[src/rtl/shift_pkg.sv]
// Shared encodings for the iterative shift unit: FSM states and shift directions.
package shift_pkg;

   typedef enum logic [1:0] {
      S_IDLE  = 2'd0,
      S_SHIFT = 2'd1,
      S_DONE  = 2'd2
   } state_t;

   localparam logic SH_LEFT = 1'b0;
   localparam logic SH_ASR  = 1'b1;

endpackage

[src/rtl/iterative_shift_unit_shift_array.sv]
// ShiftArray: single-step shifter, logical left (zero fill) or arithmetic right (sign fill).
module ShiftArray
   import shift_pkg::*;
#(
   parameter int nBit = 16
) (
   input  logic [nBit-1:0] i_a,
   input  logic            i_dir,
   output logic [nBit-1:0] o_y
);

   logic signed [nBit-1:0] w_a_s;

   assign w_a_s = $signed(i_a);
   assign o_y   = (i_dir == SH_ASR) ? $unsigned(w_a_s >>> 1) : {i_a[nBit-2:0], 1'b0};

endmodule

[src/rtl/iterative_shift_unit.sv]
// Multi-cycle shift-by-N controller: iterates ShiftArray once per clock with a start/done handshake.
module iterative_shift_unit
   import shift_pkg::*;
#(
   parameter int nBit = 16,
   parameter int SHW  = 4
) (
   input  logic            clk,
   input  logic            rst,
   input  logic            start,
   input  logic [nBit-1:0] In,
   input  logic [SHW-1:0]  shamt,
   input  logic            sh_cond,
   output logic [nBit-1:0] result,
   output logic            busy,
   output logic            done
);

   state_t          r_state, w_state_nxt;
   logic [nBit-1:0] r_acc, w_acc_nxt;
   logic [SHW-1:0]  r_count, w_count_nxt;
   logic            r_dir, w_dir_nxt;
   logic [nBit-1:0] r_result, w_result_nxt;
   logic [nBit-1:0] w_shifted;

   ShiftArray #(.nBit(nBit)) u_shift_array (
      .i_a   (r_acc),
      .i_dir (r_dir),
      .o_y   (w_shifted)
   );

   always_comb begin
      w_state_nxt  = r_state;
      w_acc_nxt    = r_acc;
      w_count_nxt  = r_count;
      w_dir_nxt    = r_dir;
      w_result_nxt = r_result;
      case (r_state)
         S_IDLE: begin
            if (start) begin
               w_acc_nxt   = In;
               w_count_nxt = shamt;
               w_dir_nxt   = sh_cond;
               if (shamt != '0) begin
                  w_state_nxt = S_SHIFT;
               end else begin
                  w_state_nxt  = S_DONE;
                  w_result_nxt = In;
               end
            end
         end
         S_SHIFT: begin
            w_acc_nxt   = w_shifted;
            w_count_nxt = r_count - SHW'(1);
            // The last step lands on the same edge that enters DONE, so capture the shifter output directly.
            if (r_count == SHW'(1)) begin
               w_state_nxt  = S_DONE;
               w_result_nxt = w_shifted;
            end
         end
         S_DONE: begin
            w_state_nxt = S_IDLE;
         end
         default: begin
            w_state_nxt = S_IDLE;
         end
      endcase
   end

   always_ff @(posedge clk) begin
      if (rst) begin
         r_state  <= S_IDLE;
         r_acc    <= '0;
         r_count  <= '0;
         r_dir    <= SH_LEFT;
         r_result <= '0;
      end else begin
         r_state  <= w_state_nxt;
         r_acc    <= w_acc_nxt;
         r_count  <= w_count_nxt;
         r_dir    <= w_dir_nxt;
         r_result <= w_result_nxt;
      end
   end

   assign busy   = (r_state != S_IDLE);
   assign done   = (r_state == S_DONE);
   assign result = r_result;

endmodule

[config.mk]
export PLATFORM = sky130hd
export DESIGN_NAME = iterative_shift_unit
export DESIGN_NICKNAME = d
export VERILOG_FILES = /design/src/rtl/shift_pkg.sv /design/src/rtl/iterative_shift_unit_shift_array.sv /design/src/rtl/iterative_shift_unit.sv
export SDC_FILE = /design/constraint.sdc
export NUM_CORES = 1
export LEC_CHECK = 0
export CAP_MARGIN = 20
export CORE_ASPECT_RATIO = 0.5
export CORE_MARGIN = 2
export CORE_UTILIZATION = 54
export DETAILED_ROUTE_END_ITERATION = 6
export PLACE_DENSITY_LB_ADDON = 0.25
export SKIP_LAST_GASP = 1
export SLEW_MARGIN = 20
export SYNTH_ARGS = -nofsm -noshare
export SYNTH_HDL_FRONTEND = slang
export SYNTH_SLANG_ARGS = --single-unit
[constraint.sdc]
create_clock -name clk -period 4.62 [get_ports clk]
set_clock_uncertainty 0.05 [all_clocks]
set_input_delay 0.462 -clock clk [delete_from_list [all_inputs] [get_ports clk]]
set_output_delay 0.462 -clock clk [all_outputs]
set_load 0.01 [all_outputs]
==> metrics, run 1 <==
Die Area between 0.004 and 0.005 mm²; Netlist cell types 30; drt wl/cell 14.1 µm; CTS tree done; Startpoint Class register; dominant synthesized flop cell dfxtp_1; CP required about 4700 ps; port bufs between 40 and 50; Clock Power Share 29.1%; Placer Congestion ~0.81; P_sw 234 µW; drt initial violations 88; vias 1719; Flop pwr share between 40 and 50%; Cell Int Power about 560 µW; sequential area share after synthesis 40.5%; PwrDens ~330 mW/mm²; mux cell area share after synthesis under 10%; mapped cell area just under 0.002 mm²; period utilization between 40% and 50%; FFs w/ async S/R, synth 0%; H-tree levels 2; worst vdd ir about 0.18 mV; DP Wirelength around 2900 µm; met1 Use GR a little over a quarter; Die W 88.5 µm; TritonRoute pass-1 iters 4; met2 GRT Util approximately 41%; setup TNS 0 ps; core area between 0.003 and 0.004 mm²; class of the worst hold path register to register; Cell Rows 15; layout cells sized above 1 under 10%; area leader, netlist dfxtp_1; Mapped Nets 250; Starting Density between 50 and 60%; status finished, final reports clean; switching part of the total about 29%; largest net degree at the start of global routing 40; Post-Synth Simple-Gate Area between 10% and 20%; Final Setup Violations 0; crit-path max FO 28; vias in the first global route between 1.5k and 2k; Post-Synth XOR/XNOR Area 0%; Core Util, Final a little over two thirds; buffer count from post-CTS setup fixing 0; P&R area growth vs syn 23.7%; Die H ~46 µm; Syn Area/Cell roughly 8.6 µm²; first-pass GRT wire length approximately 7000 µm; Slew headroom around 30%; Final nets roughly 290; top cells by area, synth dfxtp_1, o211ai_1, nand2_1, a21oi_1, mux2i_1; largest family of logic cells by synthesized area compound AO/OA/AOI/OAI gates; FF+latch count, synth 39; antenna violations before repair 0; Routed Antenna Nets 0; CTS hold repair buffers 0; synth warn 0; Clk pin slew, worst setup/hold paths roughly 70 ps; Arr. time, crit path approximately 2400 ps; top cell type's share of synthesized area approximately two fifths; clock root buffer master clkbuf_8; # Max-Cap Violations 0; post-CTS sizing 0; Adder-Cell Fraction of Synth Area 1.30%; Setup CP Type register to register; gr busiest metal met2; final count of hold timing violations 0; power share of the combinational group between 20% and 30%; RSZ-0062 raised after global routing no; compound-gate portion of the synthesized area a little over a quarter; Post-Synthesis Cells 224; Global Route met3 Usage 6.99%; I/O pins between 40 and 50; Critical Path Sink Type register; Total Wirelength 4380 µm; leakage power approximately 0.00079 µW; DR vias/cell around 5.5; Final Max Slew Viols 0; Post-synth EDFFs 0; Filler Cells Inserted around 290; min Tclk post-route 2260 ps; Num CTS Buffers 5; Clock Path Buffers 2; drc violations 0; total grt overflow 0; antenna fix cells 0; CTS Sinks 39; clk_lat worst skew just under 300 ps; Max Freq around 440 MHz; Worst R2R Setup Slack approximately 2400 ps; GR Util All Layers between 20 and 25%; Worst-Margin Slew 1050 ps
## final timing paths
path | startpoint | endpoint | cells past startpoint
setup / recovery | r_state[0] | result[4] | 5
setup reg to reg | r_state[0] | result[4] | 5
hold / removal | result[2] | result[2] | 2
hold reg to reg | result[2] | result[2] | 2
## through the flow
step | power (µW) | cells | hold WS (ps) | cell area [µm²] | worst slack, ps
floorplan | 516 | 224 | 391 | 1930 | 2850
global placement | 566 | 303 | 390 | 2290 | 2240
detailed placement | 570 | 303 | 394 | 2290 | 2210
CTS | 802 | 310 | 412 | 2380 | 2410
global route | 840 | 310 | 423 | 2380 | 2180
finish | 798 | 310 | 412 | 2380 | 2360
## registers in the layout (all words and copies together), names as in the netlist
signal,flops
r_acc,16
result,16
r_count,4
r_state,2
r_dir,1
## area by class of cell
type / instances / area (µm²) / area share [%]
tap: 51 / 63.8 / 2.68
timing repair buffer: 45 / 440 / 18.5
clock inverter: 1 / 5.00 / 0.210
inverter: 4 / 15.0 / 0.630
sequential: 39 / 781 / 32.8
multi-input combinational: 164 / 995 / 41.8
clock buffer: 6 / 82.6 / 3.47
## placed cells by master (no fill, tap or decap)
cell type	Yosys	final
or3b_2	1	1
clkinv_2	0	1
nor2b_1	2	1
nand2_1	49	49
a21oi_1	34	34
o22a_2	1	1
o21bai_1	1	1
a21oi_2	2	2
o22ai_4	1	1
nor3_1	2	2
clkdlybuf4s50_1	0	41
nor2b_2	0	1
a211oi_1	4	4
clkbuf_8	5	6
dfxtp_1	39	39
ha_1	2	2
or3b_1	1	1
mux2i_1	15	15
a32oi_1	1	1
o22ai_1	1	1
and3_1	1	1
or2b_4	1	1
a22oi_1	1	1
o211ai_1	32	32
or2_2	1	1
or3_1	1	1
buf_4	1	4
or4_4	1	1
inv_1	4	4
nor2_1	9	9
## metal layers
layer  vias to the layer above  wire, µm
li1                        867         -
met1                       799      2060
met2                        48      2080
met3                         5       217
met4                         0        29
met5                         -         0
## Yosys cell counts, types with 4 or more instances
cell type,count
inv_1,4
mux2i_1,15
o211ai_1,32
nand2_1,49
dfxtp_1,39
buf_2,4
clkbuf_1,5
a21oi_1,34
a211oi_1,4
nor2_1,9
clkbuf_8,5
## cells by family after synthesis
group	after synthesis
compound gates	78
fa+ha+maj	2
buf+inv	21
flops	39
mux	15
simple gates	69
## power by group through the flow
stage / Combinational, µW / Sequential [µW] / Clock (µW)
final: 174 / 391 / 232
after global routing: 193 / 394 / 253
after CTS: 174 / 390 / 238
after detailed placement: 173 / 398 / 0
after global placement: 169 / 396 / 0
after floorplan: 128 / 389 / 0
## worst max-delay path, stage by stage, from the launching register on
cell      delay [ps]
dfxtp_1          470
nor2b_2          900
buf_4            390
nand2_1          120
o211ai_1         100
a21oi_1           90
Note: power is estimated with default switching activity, not from simulation.
==> run 2, diff against run 1 <==
--- a/config.mk
+++ b/config.mk
@@ -8,7 +8,7 @@
 export CAP_MARGIN = 20
 export CORE_ASPECT_RATIO = 0.5
 export CORE_MARGIN = 2
-export CORE_UTILIZATION = 54
+export CORE_UTILIZATION = 50
 export DETAILED_ROUTE_END_ITERATION = 6
 export PLACE_DENSITY_LB_ADDON = 0.25
 export SKIP_LAST_GASP = 1
==> constraint.sdc (replaced) <==
create_clock -name clk -period 2.3 [get_ports clk]
set_clock_uncertainty 0.05 [all_clocks]
set_input_delay 0.23 -clock clk [delete_from_list [all_inputs] [get_ports clk]]
set_output_delay 0.23 -clock clk [all_outputs]
set_load 0.01 [all_outputs]
==> metrics, run 2 (same netlist as run 1, synthesis figures left out) <==
P&R area growth vs syn 28.1%; crit path cell chain or2_2 > clkdlybuf4s50_1; Cell Rows 15 (unchanged); vias in the first global route 1708 (+4.8%); class of the worst hold path register to register; Final Max Slew Viols 0 (unchanged); vias 1774 (+3.2%); first-pass GRT wire length 7670 µm (+8.6%); leakage power 0.000829 µW (+4.5%); worst reg2reg path startpoint r_count[1]; buffer count from post-CTS setup fixing 0 (unchanged); CP max stage cell clkdlybuf4s50_1; Placer Congestion 0.824 (+1.5%); Clock Path Buffers 2 (unchanged); Buf/Inv on CP 1 (unchanged); Hold WS 407 ps (-4.93 ps); layout cells sized above 1 8.40% (+0.67 points); hold path depth 2 (unchanged); clk_lat worst skew 290 ps (about the same); Reg area 781 µm² (unchanged); Startpoint Class register; final count of hold timing violations 0 (unchanged); Slew headroom 73.0% (+43 points); post-CTS sizing 0 (unchanged); H-tree levels 2 (unchanged); Core Util, Final 69.2% (-0.55 points); min Tclk post-route approximately 1800 ps; setup TNS 0 ps (unchanged); RSZ-0062 raised after global routing no; Multi-input gate area 995 µm² (unchanged); Worst-Margin Slew 405 ps (-641 ps); DP Wirelength 2940 µm (+2.3%); most frequent cells in the layout nand2_1, clkdlybuf4s50_1, dfxtp_1, a21oi_1, o211ai_1; total grt overflow 0 (unchanged); TritonRoute pass-1 iters 4 (unchanged); fin worst setup slack 537 ps (-1820 ps); largest net degree at the start of global routing 51 (+28%); CP required 2020 ps (-2710 ps); GR Util All Layers 22.6% (-0.56 points); CTS Sinks 39 (unchanged); Setup Slack @ Placement 287 ps (-1920 ps); CTS tree done; PwrDens 741 mW/mm² (+120%); Worst R2R Setup Slack 540 ps (-1820 ps); Final Setup Violations 0 (unchanged); Final nets 287 (+0.70%); Critical Path Sink Type primary output; slowest stage delay, CP 520 ps (-380 ps); port bufs 41 (unchanged); clock root buffer master clkbuf_8; crit-path max FO 10 (-64%); Routed Antenna Nets 0 (unchanged); Clk pin slew, worst setup/hold paths 80 ps (about the same); R2R cell count 6 (+1); drt wl/cell 14.6 µm (+3.2%); CTS hold repair buffers 0 (unchanged); antenna violations before repair 0 (unchanged); Setup CP Type register to primary output; drc violations 0 (unchanged); Num CTS Buffers 5 (unchanged); drt initial violations 100 (+14%); Filler Cells Inserted 302 (+4.9%); HP Start result[14]; core area 0.00357 mm² (+4.4%); # Max-Cap Violations 0 (unchanged); delay-heaviest family, CP buffers and inverters; DR vias/cell 5.67 (+2.2%); status finished, final reports clean; Starting Density 54.0% (-2.4 points); Max Freq 567 MHz; worst vdd ir 0.405 mV (+120%); most common cell after layout, fill and taps aside nand2_1; R2R Path End result[10]; Die H 47.9 µm (+3.6%); Total Wirelength 4570 µm (+4.2%); Arr. time, crit path 1480 ps (-890 ps); antenna fix cells 0 (unchanged); Die W 91.8 µm (+3.7%); period utilization approximately 77%; I/O pins 42 (unchanged); Die Area 0.00439 mm² (+7.5%); Hold EP result[14]; total power 1830 µW (+130%)
==> run 2: final cells by class <==
type,instances,area share (%)
tap,51,2.59
clock buffer,6,2.94
clock inverter,2,2.43
sequential,39,31.6
timing repair buffer,47,19.5
inverter,4,0.609
multi-input combinational,164,40.3
==> run 2: through the flow <==
| step | instance area (µm²) | cells |
|---|---|---|
| global route | 2470 | 313 |
| global placement | 2330 | 305 |
| finish | 2470 | 313 |
| floorplan | 1930 | 224 |
| detailed placement | 2330 | 305 |
| CTS | 2470 | 313 |
==> run 2: worst max-delay path by stage <==
stage | from | endpoint | slack [ps] | cells after the start
detailed placement | shamt[2] | result[10] | 290 | 5
floorplan | r_count[1] | result[1] | 640 | 7
finish | r_state[0] | busy | 540 | 2
CTS | r_count[0] | result[10] | 530 | 5
global placement | shamt[1] | result[15] | 320 | 6
global route | r_count[0] | result[15] | 450 | 5
==> run 2: power by group <==
part | switching [µW] | leakage [µW] | internal, µW | total [µW]
registers | 44.1 | 0.000320 | 731 | 775
logic | 197 | 0.000444 | 176 | 373
clock network | 246 | 0.0000654 | 434 | 679
==> run 2: per-layer routing <==
metal	vias up	wire length, µm	track usage [%]
li1	879	-	-
met1	824	2040	26.6
met2	59	2130	40.9
met3	12	317	6.30
met4	0	83	10.4
met5	-	0	0
==> run 2: worst register-to-register path, delay by kind of cell (launching register included) <==
| kind | cells | cell delay (ps) |
|---|---|---|
| AOI/OAI and AO/OA | 2 | 400 |
| adders and majority gates | 1 | 150 |
| buffers and inverters | 1 | 70 |
| DFF | 1 | 320 |
| and+or+nand+nor | 2 | 630 |
